==> config.mk <==
export PLATFORM = sky130hd
export DESIGN_NAME = tile_fill_ctrl
export DESIGN_NICKNAME = d
export VERILOG_FILES = /design/src/rtl/video_pkg.sv /design/src/rtl/tile_fill_walker.sv /design/src/rtl/tile_fill_ctrl.sv
export SDC_FILE = /design/constraint.sdc
export NUM_CORES = 1
export LEC_CHECK = 0
export CAP_MARGIN = 0
export CORE_ASPECT_RATIO = 1.2
export CORE_MARGIN = 2
export CORE_UTILIZATION = 49
export DETAILED_ROUTE_END_ITERATION = 10
export GPL_TIMING_DRIVEN = 1
export PLACE_DENSITY = 0.84
export SYNTH_ARGS = -nofsm -noshare
export SYNTH_HDL_FRONTEND = slang
export SYNTH_SLANG_ARGS = --single-unit
==> constraint.sdc <==
create_clock -name clk -period 6.76 [get_ports clk]
set_clock_uncertainty 0.1 [all_clocks]
set_input_delay 1.352 -clock clk [delete_from_list [all_inputs] [get_ports clk]]
set_output_delay 1.352 -clock clk [all_outputs]
set_load 0.01 [all_outputs]
==> src/rtl/video_pkg.sv <==
// Shared definitions for the video-side blocks: engine register map,
// CTRL/STATUS bit positions, tile-fill FSM encoding and bus defaults.
package video_pkg;

  // Word offsets (cpu_addr[3:2]) of the tile-fill engine registers
  localparam logic [1:0] REG_RECT = 2'd0;
  localparam logic [1:0] REG_TILE = 2'd1;
  localparam logic [1:0] REG_CTRL = 2'd2;

  // CTRL write bits
  localparam int CTRL_START      = 0;
  localparam int CTRL_ABORT      = 1;
  localparam int CTRL_CLEAR_DONE = 2;

  // STATUS read bits (same offset as CTRL)
  localparam int STAT_BUSY = 0;
  localparam int STAT_DONE = 1;

  // Address decode and tile memory defaults
  localparam logic [3:0]  DEFAULT_REG_SEL   = 4'h4;
  localparam logic [31:0] DEFAULT_TILE_BASE = 32'h0520_0000;

  // Tile-fill engine states
  typedef enum logic [1:0] {
    ST_IDLE    = 2'd0,
    ST_WAIT_VS = 2'd1,
    ST_RUN     = 2'd2
  } fillState_t;

endpackage

==> src/rtl/tile_fill_walker.sv <==
// Raster coordinate generator for the tile-fill engine. Loads the rectangle
// origin and size, then walks cx across w columns before bumping cy.
// Coordinates are 6 bits wide, so they wrap modulo 64 naturally.
module tile_fill_walker (
  input  logic       clk,
  input  logic       resetn,
  input  logic       i_load,
  input  logic       i_step,
  input  logic [5:0] i_x0,
  input  logic [5:0] i_y0,
  input  logic [6:0] i_w,
  input  logic [6:0] i_h,
  output logic [5:0] o_cx,
  output logic [5:0] o_cy,
  output logic       o_last
);

  logic [5:0]  r_cx;
  logic [5:0]  r_cy;
  logic [6:0]  r_colLeft;
  logic [12:0] r_remain;

  // Load the start corner and total count, then advance one tile per step;
  // x0 and w are re-read at each row end since they are frozen while busy
  always_ff @(posedge clk) begin
    if (!resetn) begin
      r_cx      <= '0;
      r_cy      <= '0;
      r_colLeft <= '0;
      r_remain  <= '0;
    end else if (i_load) begin
      r_cx      <= i_x0;
      r_cy      <= i_y0;
      r_colLeft <= i_w;
      r_remain  <= 13'(i_w) * 13'(i_h);
    end else if (i_step && (r_remain != 13'd0)) begin
      r_remain <= r_remain - 13'd1;
      if (r_colLeft == 7'd1) begin
        r_cx      <= i_x0;
        r_cy      <= r_cy + 6'd1;
        r_colLeft <= i_w;
      end else begin
        r_cx      <= r_cx + 6'd1;
        r_colLeft <= r_colLeft - 7'd1;
      end
    end
  end

  assign o_cx   = r_cx;
  assign o_cy   = r_cy;
  assign o_last = (r_remain == 13'd1);

endmodule

==> src/rtl/tile_fill_ctrl.sv <==
// Tile-fill engine: CPU-visible register file, fill FSM and the shared
// video write-bus mux (CPU traffic always has priority over the engine).
// Optional feature macro TILE_FILL_VBLANK_EN: when defined, a start waits
// for a falling edge of the synchronised vga_vsync before filling.
module tile_fill_ctrl
  import video_pkg::*;
#(
  parameter logic [31:0] TILE_BASE = DEFAULT_TILE_BASE,
  parameter logic [3:0]  REG_SEL   = DEFAULT_REG_SEL
) (
  input  logic        clk,
  input  logic        resetn,
  input  logic        cpu_valid,
  input  logic [3:0]  cpu_wstrb,
  input  logic [31:0] cpu_addr,
  input  logic [31:0] cpu_wdata,
  output logic        cpu_ready,
  output logic [31:0] cpu_rdata,
  output logic        vid_valid,
  output logic [3:0]  vid_wstrb,
  output logic [31:0] vid_addr,
  output logic [31:0] vid_wdata,
  input  logic        vga_vsync
);

  fillState_t  r_state;
  logic        r_done;
  logic        r_cpuReady;
  logic [31:0] r_cpuRdata;
  logic [5:0]  r_x0;
  logic [5:0]  r_y0;
  logic [6:0]  r_w;
  logic [6:0]  r_h;
  logic [5:0]  r_tile;

  logic        w_regAddr;
  logic        w_regWrite;
  logic [1:0]  w_off;
  logic        w_ctrlWrite;
  logic        w_start;
  logic        w_abort;
  logic        w_clearDone;
  logic        w_busy;
  logic        w_empty;
  logic        w_engWrite;
  logic        w_load;
  logic        w_setDone;
  logic        w_last;
  logic [5:0]  w_cx;
  logic [5:0]  w_cy;
  logic [31:0] w_readMux;

  assign w_off       = cpu_addr[3:2];
  assign w_regAddr   = (cpu_addr[23:20] == REG_SEL);
  // Writes commit at the end of the ready cycle; an all-zero strobe is a read
  assign w_regWrite  = cpu_valid && w_regAddr && r_cpuReady && (cpu_wstrb != 4'b0000);
  assign w_ctrlWrite = w_regWrite && (w_off == REG_CTRL);
  assign w_abort     = w_ctrlWrite && cpu_wdata[CTRL_ABORT];
  assign w_start     = w_ctrlWrite && cpu_wdata[CTRL_START] && !w_abort;
  assign w_clearDone = w_ctrlWrite && cpu_wdata[CTRL_CLEAR_DONE];
  assign w_busy      = (r_state != ST_IDLE);
  assign w_empty     = (r_w == 7'd0) || (r_h == 7'd0);
  assign w_engWrite  = (r_state == ST_RUN) && !cpu_valid;
  assign w_load      = w_start && (r_state == ST_IDLE) && !w_empty;
  assign w_setDone   = !w_abort &&
                       ((w_start && (r_state == ST_IDLE) && w_empty) ||
                        (w_engWrite && w_last));

  tile_fill_walker u_walker (
    .clk    (clk),
    .resetn (resetn),
    .i_load (w_load),
    .i_step (w_engWrite),
    .i_x0   (r_x0),
    .i_y0   (r_y0),
    .i_w    (r_w),
    .i_h    (r_h),
    .o_cx   (w_cx),
    .o_cy   (w_cy),
    .o_last (w_last)
  );

`ifdef TILE_FILL_VBLANK_EN
  logic r_vsMeta;
  logic r_vsSync;
  logic r_vsPrev;
  logic r_vsFall;

  // Double-flop vsync into clk and register a one-cycle falling-edge pulse
  always_ff @(posedge clk) begin
    if (!resetn) begin
      r_vsMeta <= 1'b1;
      r_vsSync <= 1'b1;
      r_vsPrev <= 1'b1;
      r_vsFall <= 1'b0;
    end else begin
      r_vsMeta <= vga_vsync;
      r_vsSync <= r_vsMeta;
      r_vsPrev <= r_vsSync;
      r_vsFall <= r_vsPrev && !r_vsSync;
    end
  end
`else
  logic w_unusedVsync;
  assign w_unusedVsync = vga_vsync;
`endif

  // Fill FSM and done flag; abort overrides everything and leaves done alone,
  // and a done-setting event beats a simultaneous clear_done
  always_ff @(posedge clk) begin
    if (!resetn) begin
      r_state <= ST_IDLE;
      r_done  <= 1'b0;
    end else begin
      if (w_abort) begin
        r_state <= ST_IDLE;
      end else begin
        case (r_state)
          ST_IDLE: begin
            if (w_start && !w_empty) begin
`ifdef TILE_FILL_VBLANK_EN
              r_state <= ST_WAIT_VS;
`else
              r_state <= ST_RUN;
`endif
            end
          end
          ST_WAIT_VS: begin
`ifdef TILE_FILL_VBLANK_EN
            if (r_vsFall) begin
              r_state <= ST_RUN;
            end
`else
            r_state <= ST_IDLE;
`endif
          end
          ST_RUN: begin
            if (w_engWrite && w_last) begin
              r_state <= ST_IDLE;
            end
          end
          default: r_state <= ST_IDLE;
        endcase
      end
      if (w_setDone) begin
        r_done <= 1'b1;
      end else if (w_clearDone) begin
        r_done <= 1'b0;
      end
    end
  end

  // RECT and TILE are frozen while a fill is in progress
  always_ff @(posedge clk) begin
    if (!resetn) begin
      r_x0   <= '0;
      r_y0   <= '0;
      r_w    <= '0;
      r_h    <= '0;
      r_tile <= '0;
    end else if (w_regWrite && !w_busy) begin
      if (w_off == REG_RECT) begin
        r_x0 <= cpu_wdata[5:0];
        r_y0 <= cpu_wdata[13:8];
        r_w  <= cpu_wdata[22:16];
        r_h  <= cpu_wdata[30:24];
      end else if (w_off == REG_TILE) begin
        r_tile <= cpu_wdata[5:0];
      end
    end
  end

  // Readback selection for engine registers
  always_comb begin
    w_readMux = '0;
    case (w_off)
      REG_RECT: w_readMux = {1'b0, r_h, 1'b0, r_w, 2'b00, r_y0, 2'b00, r_x0};
      REG_TILE: w_readMux = {26'd0, r_tile};
      REG_CTRL: begin
        w_readMux[STAT_BUSY] = w_busy;
        w_readMux[STAT_DONE] = r_done;
      end
      default:  w_readMux = '0;
    endcase
  end

  // One-cycle ready pulse per access, with read data presented alongside it
  always_ff @(posedge clk) begin
    if (!resetn) begin
      r_cpuReady <= 1'b0;
      r_cpuRdata <= '0;
    end else begin
      r_cpuReady <= cpu_valid && !r_cpuReady;
      if (cpu_valid && !r_cpuReady && w_regAddr) begin
        r_cpuRdata <= w_readMux;
      end else begin
        r_cpuRdata <= '0;
      end
    end
  end

  assign cpu_ready = r_cpuReady;
  assign cpu_rdata = r_cpuRdata;

  // Video bus mux: CPU pass-through first, then the engine, else all zero
  always_comb begin
    vid_valid = 1'b0;
    vid_wstrb = 4'b0000;
    vid_addr  = '0;
    vid_wdata = '0;
    if (cpu_valid && !w_regAddr) begin
      vid_valid = 1'b1;
      vid_wstrb = cpu_wstrb;
      vid_addr  = cpu_addr;
      vid_wdata = cpu_wdata;
    end else if (w_engWrite) begin
      vid_valid = 1'b1;
      vid_wstrb = 4'b0001;
      vid_addr  = TILE_BASE + {18'd0, w_cy, w_cx, 2'b00};
      vid_wdata = {26'd0, r_tile};
    end
  end

endmodule

# Word level (Yosys, flattened, before mapping)
# Index checks and enable logic that the tools add are counted.
[op_classes]
reduce_logical = 44
eq_ne = 8
magnitude_cmp = 0
addsub = 5
multipliers = 1
n_mux = 26
div_mod_pow = 0
bitwise_logic = 2
shift = 0
[ops]
columns = ["cell", "count"]
rows = [
  ["32-bit 2-to-1 mux", 2],
  ["29-bit case mux with 2 select lines", 1],
  ["6-bit 2-to-1 mux", 7],
  ["27-bit by 14-bit adder with 28-bit output, first input constant", 1],
  ["28-bit 2-to-1 mux", 1],
  ["13-bit 2-to-1 mux", 2],
  ["7-bit 2-to-1 mux", 3],
  ["1-bit logical AND", 20],
  ["7-bit zero test", 2],
  ["13-bit by 1-bit == test with 1-bit output, second input constant", 1],
  ["7-bit by 7-bit multiplier with 13-bit output", 1],
  ["13-bit nonzero test", 1],
  ["13-bit by 1-bit subtractor with 13-bit output, second input constant", 1],
  ["6-bit by 1-bit adder with 6-bit output, second input constant", 2],
  ["2-bit AND reduction", 4],
  ["2-bit nonzero test", 4],
  ["7-bit by 1-bit == test with 1-bit output, second input constant", 1],
  ["7-bit by 1-bit subtractor with 7-bit output, second input constant", 1],
  ["1-bit zero test", 6],
  ["2-bit case mux with 3 select lines", 1],
  ["1-bit 2-to-1 mux", 5],
  ["2-bit == test, second input constant", 2],
  ["4-bit by 3-bit == test with 1-bit output, second input constant", 1],
  ["2-bit zero test", 2],
  ["10 further kinds", 14],
]
[totals]
output_inout_bits = 102
mem_bits_ro = 0
wordCells = 99
regBits = 100
mem_count = 0
ram_bits = 0
latchBits = 0
inputBits = 72

# Logic depth before layout (Yosys ltp)
[depth]
depth_word = 13
ltp_mapped = 16
ltp_nobuf = 15

# Cells and area by module
# A second synthesis with hierarchy kept.
[hier_totals]
cells_unflattened = 739
hier_area_um2 = 6384.9
[modules_own_cells]
columns = ["module", "cells_per_inst", "seq_area_each_um2", "area_per_inst_um2", "instances"]
rows = [
  ["tile_fill_walker", 411, 640.6, 3517.1, 1],
  ["tile_fill_ctrl", 328, 1221.2, 2867.8, 1],
]

# Worst setup path after synthesis
# OpenSTA, ideal clock, no wires.
[synth_path]
path_type = "reg2reg"
start = "register r_w[0]"
end = "register u_walker.r_remain[10]"
stages_incl_launch_ff = 16
setup_slack_ps = 2431
n_path_buf = 1
required_ps = 6516
synth_period_minus_slack_ps = 4329
setup_time_ps = 144
arrival_ps = 4085
cell_sequence = "dfxtp_1 -> clkbuf_1 -> nand2_1 -> fa_1 -> fa_1 -> inv_1 -> fa_1 -> inv_1 -> fa_1 -> inv_1 -> ha_1 -> o21ai_0 -> o21ai_0 -> a2111oi_0 -> or3_1 -> o221ai_1"
[synth_between]
elab_chain_len = 5
elab_cells_between_ends = 7
classes_between = "mul (1); mux (1); reduce/logical (5)"
[synth_lines]
columns = ["item", "line", "text"]
rows = [
  ["from (decl)", "tile_fill_ctrl.sv:32", "logic [6:0] r_w;"],
  ["from (signal assigned)", "tile_fill_ctrl.sv:165", "r_w <= cpu_wdata[22:16];"],
  ["branches (longest 5 deep; another with 7-bit by 7-bit multiplier with 13-bit output)", "--", ""],
  ["to (signal assigned)", "tile_fill_walker.sv:35", "r_remain <= 13'(i_w) * 13'(i_h);"],
  ["to (signal assigned)", "tile_fill_walker.sv:37", "r_remain <= r_remain - 13'd1;"],
  ["to (decl)", "tile_fill_walker.sv:21", "logic [12:0] r_remain;"],
]
# Parallel ways; which one is timed is not known.
# A chain may end at the register's enable or synchronous reset.

# Worst setup path in the final report
[layout_path]
start = "input port cpu_addr[23]"
end = "output port vid_addr[12]"
[layout_between]
elab_chain_len = 4
[layout_lines]
columns = ["item", "line", "text"]
rows = [
  ["from (decl)", "tile_fill_ctrl.sv:15", "input logic [31:0] cpu_addr,"],
  ["4-bit by 3-bit == test with 1-bit output", "tile_fill_ctrl.sv:54", "assign w_regAddr = (cpu_addr[23:20] == REG_SEL);"],
  ["1-bit zero test", "tile_fill_ctrl.sv:211", "if (cpu_valid && !w_regAddr) begin"],
  ["1-bit logical AND", "tile_fill_ctrl.sv:211", ""],
  ["32-bit 2-to-1 mux", "tile_fill_ctrl.sv:211", ""],
  ["to (decl)", "tile_fill_ctrl.sv:21", "output logic [31:0] vid_addr,"],
]
# No other way between the ends.

==> summary.txt <==
Floorplan
  – Die width: 107 um
  – Core Footprint: 12500 um2
  – Site Rows: 45
  – Initial Util: 49.6%
  – Die area: 13600 um2
  – Die height: 127 um
  – I/O pin cnt: 174

Clock network
  – Worst-Skew Late Latency: 0.35 ns
  – Setup Fix Bufs, Post-CTS: 0
  – Clock-pin transition on the worst setup and hold timing paths: 0.07 ns
  – # H-tree levels: 3
  – Clock buffer depth: 2
  – Clock sinks: 93
  – Hold_buf cts: 0
  – CTS tree: built
  – Root buf cell: clkbuf_16
  – Cts bufs inserted: 9
  – Post-cts sizing count: 0

Run
  – Max-cap violations: 0

Hold path
  – Tightest Hold Check Type: reg -> reg
  – HP Start: r_done

Global route
  – Largest net degree at the start of global routing: 50
  – GRT Util Overall: 25.8%
  – Met2 Usage GRT: 42.8%
  – Met1 usage: 33.8%
  – Gr ovfl total: 0
  – First-pass GRT wire length: 28.3 mm
  – Initial antenna violation count: 0
  – Number of global-route vias before repair: 5720
  – Met3 Use GR: 5.20%
  – Busiest grt layer: met2

Yosys
  – Ys async rst share: 0%
  – Number of synthesized register bits: 93
  – Post-synth EDFFs: 0
  – Mean Syn Cell Area: 8.18 um2
  – Syn. warnings: 0
  – Mapped Cells: 758
  – Post-synthesis sequential area ratio: 30.0%
  – Top_reg_cell synth: dfxtp_1
  – Synth cell types: 63
  – Synth Cell Area: 6200 um2

STA
  – Worst Tran Pin Value: 1.23 ns
  – Finish-stage setup viols: 0
  – F_max: 0.179 GHz
  – Relative slew slack: 18.0%
  – RSZ-0062 raised after global routing: no
  – Hold Fails Final Rpt: 0
  – Final setup TNS: 0 ns
  – Slew Viols, Final: 0
  – Min Tclk post-route: 5.60 ns
  – Crit share post-route: 82.8%

Drt
  – WL/cell: 16.9 um
  – DRC: 0
  – Remaining antenna violation count: 0
  – Initial DRT Pass Iterations: 5
  – Total wire length: 17.7 mm
  – Initial DRC Count: 481
  – Routed vias: 6093
  – Vias per std cell: 5.80

Critical path
  – Worst-path cell chain: clkdlybuf4s50_1, or4b_4, and2_0, a22o_1, clkdlybuf4s50_1
  – Most used cell, CP: clkdlybuf4s50_1
  – Crit-path leading delay family: simple AND/OR/NAND/NOR gates
  – WP data arrival: 4.14 ns
  – Crit-path max FO: 49
  – Crit path buffers/inverters: 2
  – Worst setup path startpoint: cpu_addr[23]
  – Slowest stage cell on the critical path: or4b_4
  – Setup crit end kind: output pin
  – Startpoint Class: input port
  – Crit-path max cell delay: 0.76 ns
  – R2R Path Start: r_w[0]
  – Critical path required time: 5.31 ns
  – CP Class: in -> out

Placed design
  – Hpwl dp: 12.3 mm
  – Final GP Congestion: 0.888
  – Input/output buffers: 166

Layout
  – Layout area overhead: 31.8%
  – Share of cells above drive strength 1: 3.16%
  – Commonest non-fill, non-tap cells in the layout: 166 x clkdlybuf4s50_1, 101 x nand2_1, 93 x dfxtp_1
  – Commonest non-fill, non-tap cell in the layout: clkdlybuf4s50_1
  – Antenna Cells: 0
  – Post-layout nets: 1013

Power
  – VDD IR max: 149 uV
  – PD cells: 152 nW/um2
  – Design Power: 1.24 mW
  – Static Leak: 3.33 nW

Run status
  – Outcome: finished clean
[stage by stage]
step | util [%] | hold slack, ns | std cells | setup slack [ns] | instance area [um2]
after floorplan | - | 0.332 | 763 | 2.43 | 6220
after global placement | 62.8 | 0.334 | 1035 | 1.17 | 7860
after detailed placement | 62.8 | 0.344 | 1035 | 1.17 | 7860
after CTS | 65.4 | 0.363 | 1051 | 1.18 | 8170
after global routing | 65.4 | 0.396 | 1051 | 1.02 | 8170
final | 65.4 | 0.366 | 1051 | 1.16 | 8170
[cell usage after synthesis (4+ instances only)]
| cell type | number | area (um2) |
|---|---|---|
| clkbuf_1 | 47 | 176 |
| dfxtp_1 | 93 | 1860 |
| nor4_1 | 17 | 106 |
| buf_4 | 7 | 52.6 |
| a21oi_1 | 54 | 270 |
| inv_1 | 34 | 128 |
| ha_1 | 36 | 450 |
| nand2_1 | 101 | 379 |
| nor3_1 | 16 | 80.1 |
| or3_1 | 9 | 56.3 |
| or4_1 | 4 | 30.0 |
| a21o_1 | 4 | 30.0 |
| nand3_1 | 24 | 120 |
| xnor2_1 | 15 | 131 |
| nor2_1 | 24 | 90.1 |
| o21ai_0 | 17 | 85.1 |
| buf_2 | 8 | 40.0 |
| o211ai_1 | 8 | 60.1 |
| o2111ai_1 | 6 | 52.6 |
| fa_1 | 23 | 460 |
| xor2_1 | 10 | 87.6 |
| a211oi_1 | 7 | 52.6 |
| o221ai_1 | 7 | 61.3 |
| and3_1 | 47 | 294 |
| a22o_1 | 19 | 166 |
| nand4_1 | 10 | 62.6 |
| and2_1 | 57 | 357 |
| mux2i_1 | 7 | 70.1 |
[final cells by class]
| class | instances | area, um2 |
|---|---|---|
| fillers | 1040 | 4330 |
| repair buffers | 171 | 1700 |
| multi-input cells | 572 | 3960 |
| clock buffers | 9 | 225 |
| well taps | 164 | 205 |
| clock inverters | 7 | 91.3 |
| flip-flops and latches | 93 | 1860 |
| inverters | 35 | 131 |
[path summary, 6_finish.rpt]
| path | to | slack (ns) | cells past startpoint |
|---|---|---|---|
| hold reg to reg | r_done | 0.37 | 2 |
| setup reg to reg | u_walker.r_remain[10] | 1.90 | 14 |
| setup / recovery | vid_addr[12] | 1.16 | 5 |
| hold / removal | r_done | 0.37 | 2 |
[flip-flops by register name, indices dropped and copies added, names as in the netlist, 6 cells and up]
name	cells
r_y0	6
u_walker.r_colLeft	7
r_h	7
u_walker.o_cy	6
u_walker.o_cx	6
r_w	7
cpu_rdata	26
r_x0	6
r_tile	6
u_walker.r_remain	13
[cell families after synthesis]
group / Yosys count / synth area share (%)
AND/OR/NAND/NOR: 331 / 28.6
AO/OA/AOI/OAI: 144 / 15.4
buffers and inverters: 98 / 6.52
flip-flops: 93 / 30.0
adder cells (fa/ha/maj): 59 / 14.7
XOR/XNOR: 25 / 3.53
multiplexers: 7 / 1.13
other: 1 / 0.0605
[layer usage]
metal,up-vias,wire length [um]
met2,247,8670
met1,2897,7470
met3,34,1240
met5,-,0
met4,0,352
li1,2915,-
[report_power, final]
part	switching [mW]	internal (mW)
Sequential	0.00197	0.549
Clock	0.245	0.296
Combinational	0.0606	0.0915
[worst min-delay path: stages (launching register included)]
cell and delay [ns]:
dfxtp_1 0.31, nand2_1 0.05, a21oi_1 0.05
(Power assumes the default switching activity.)
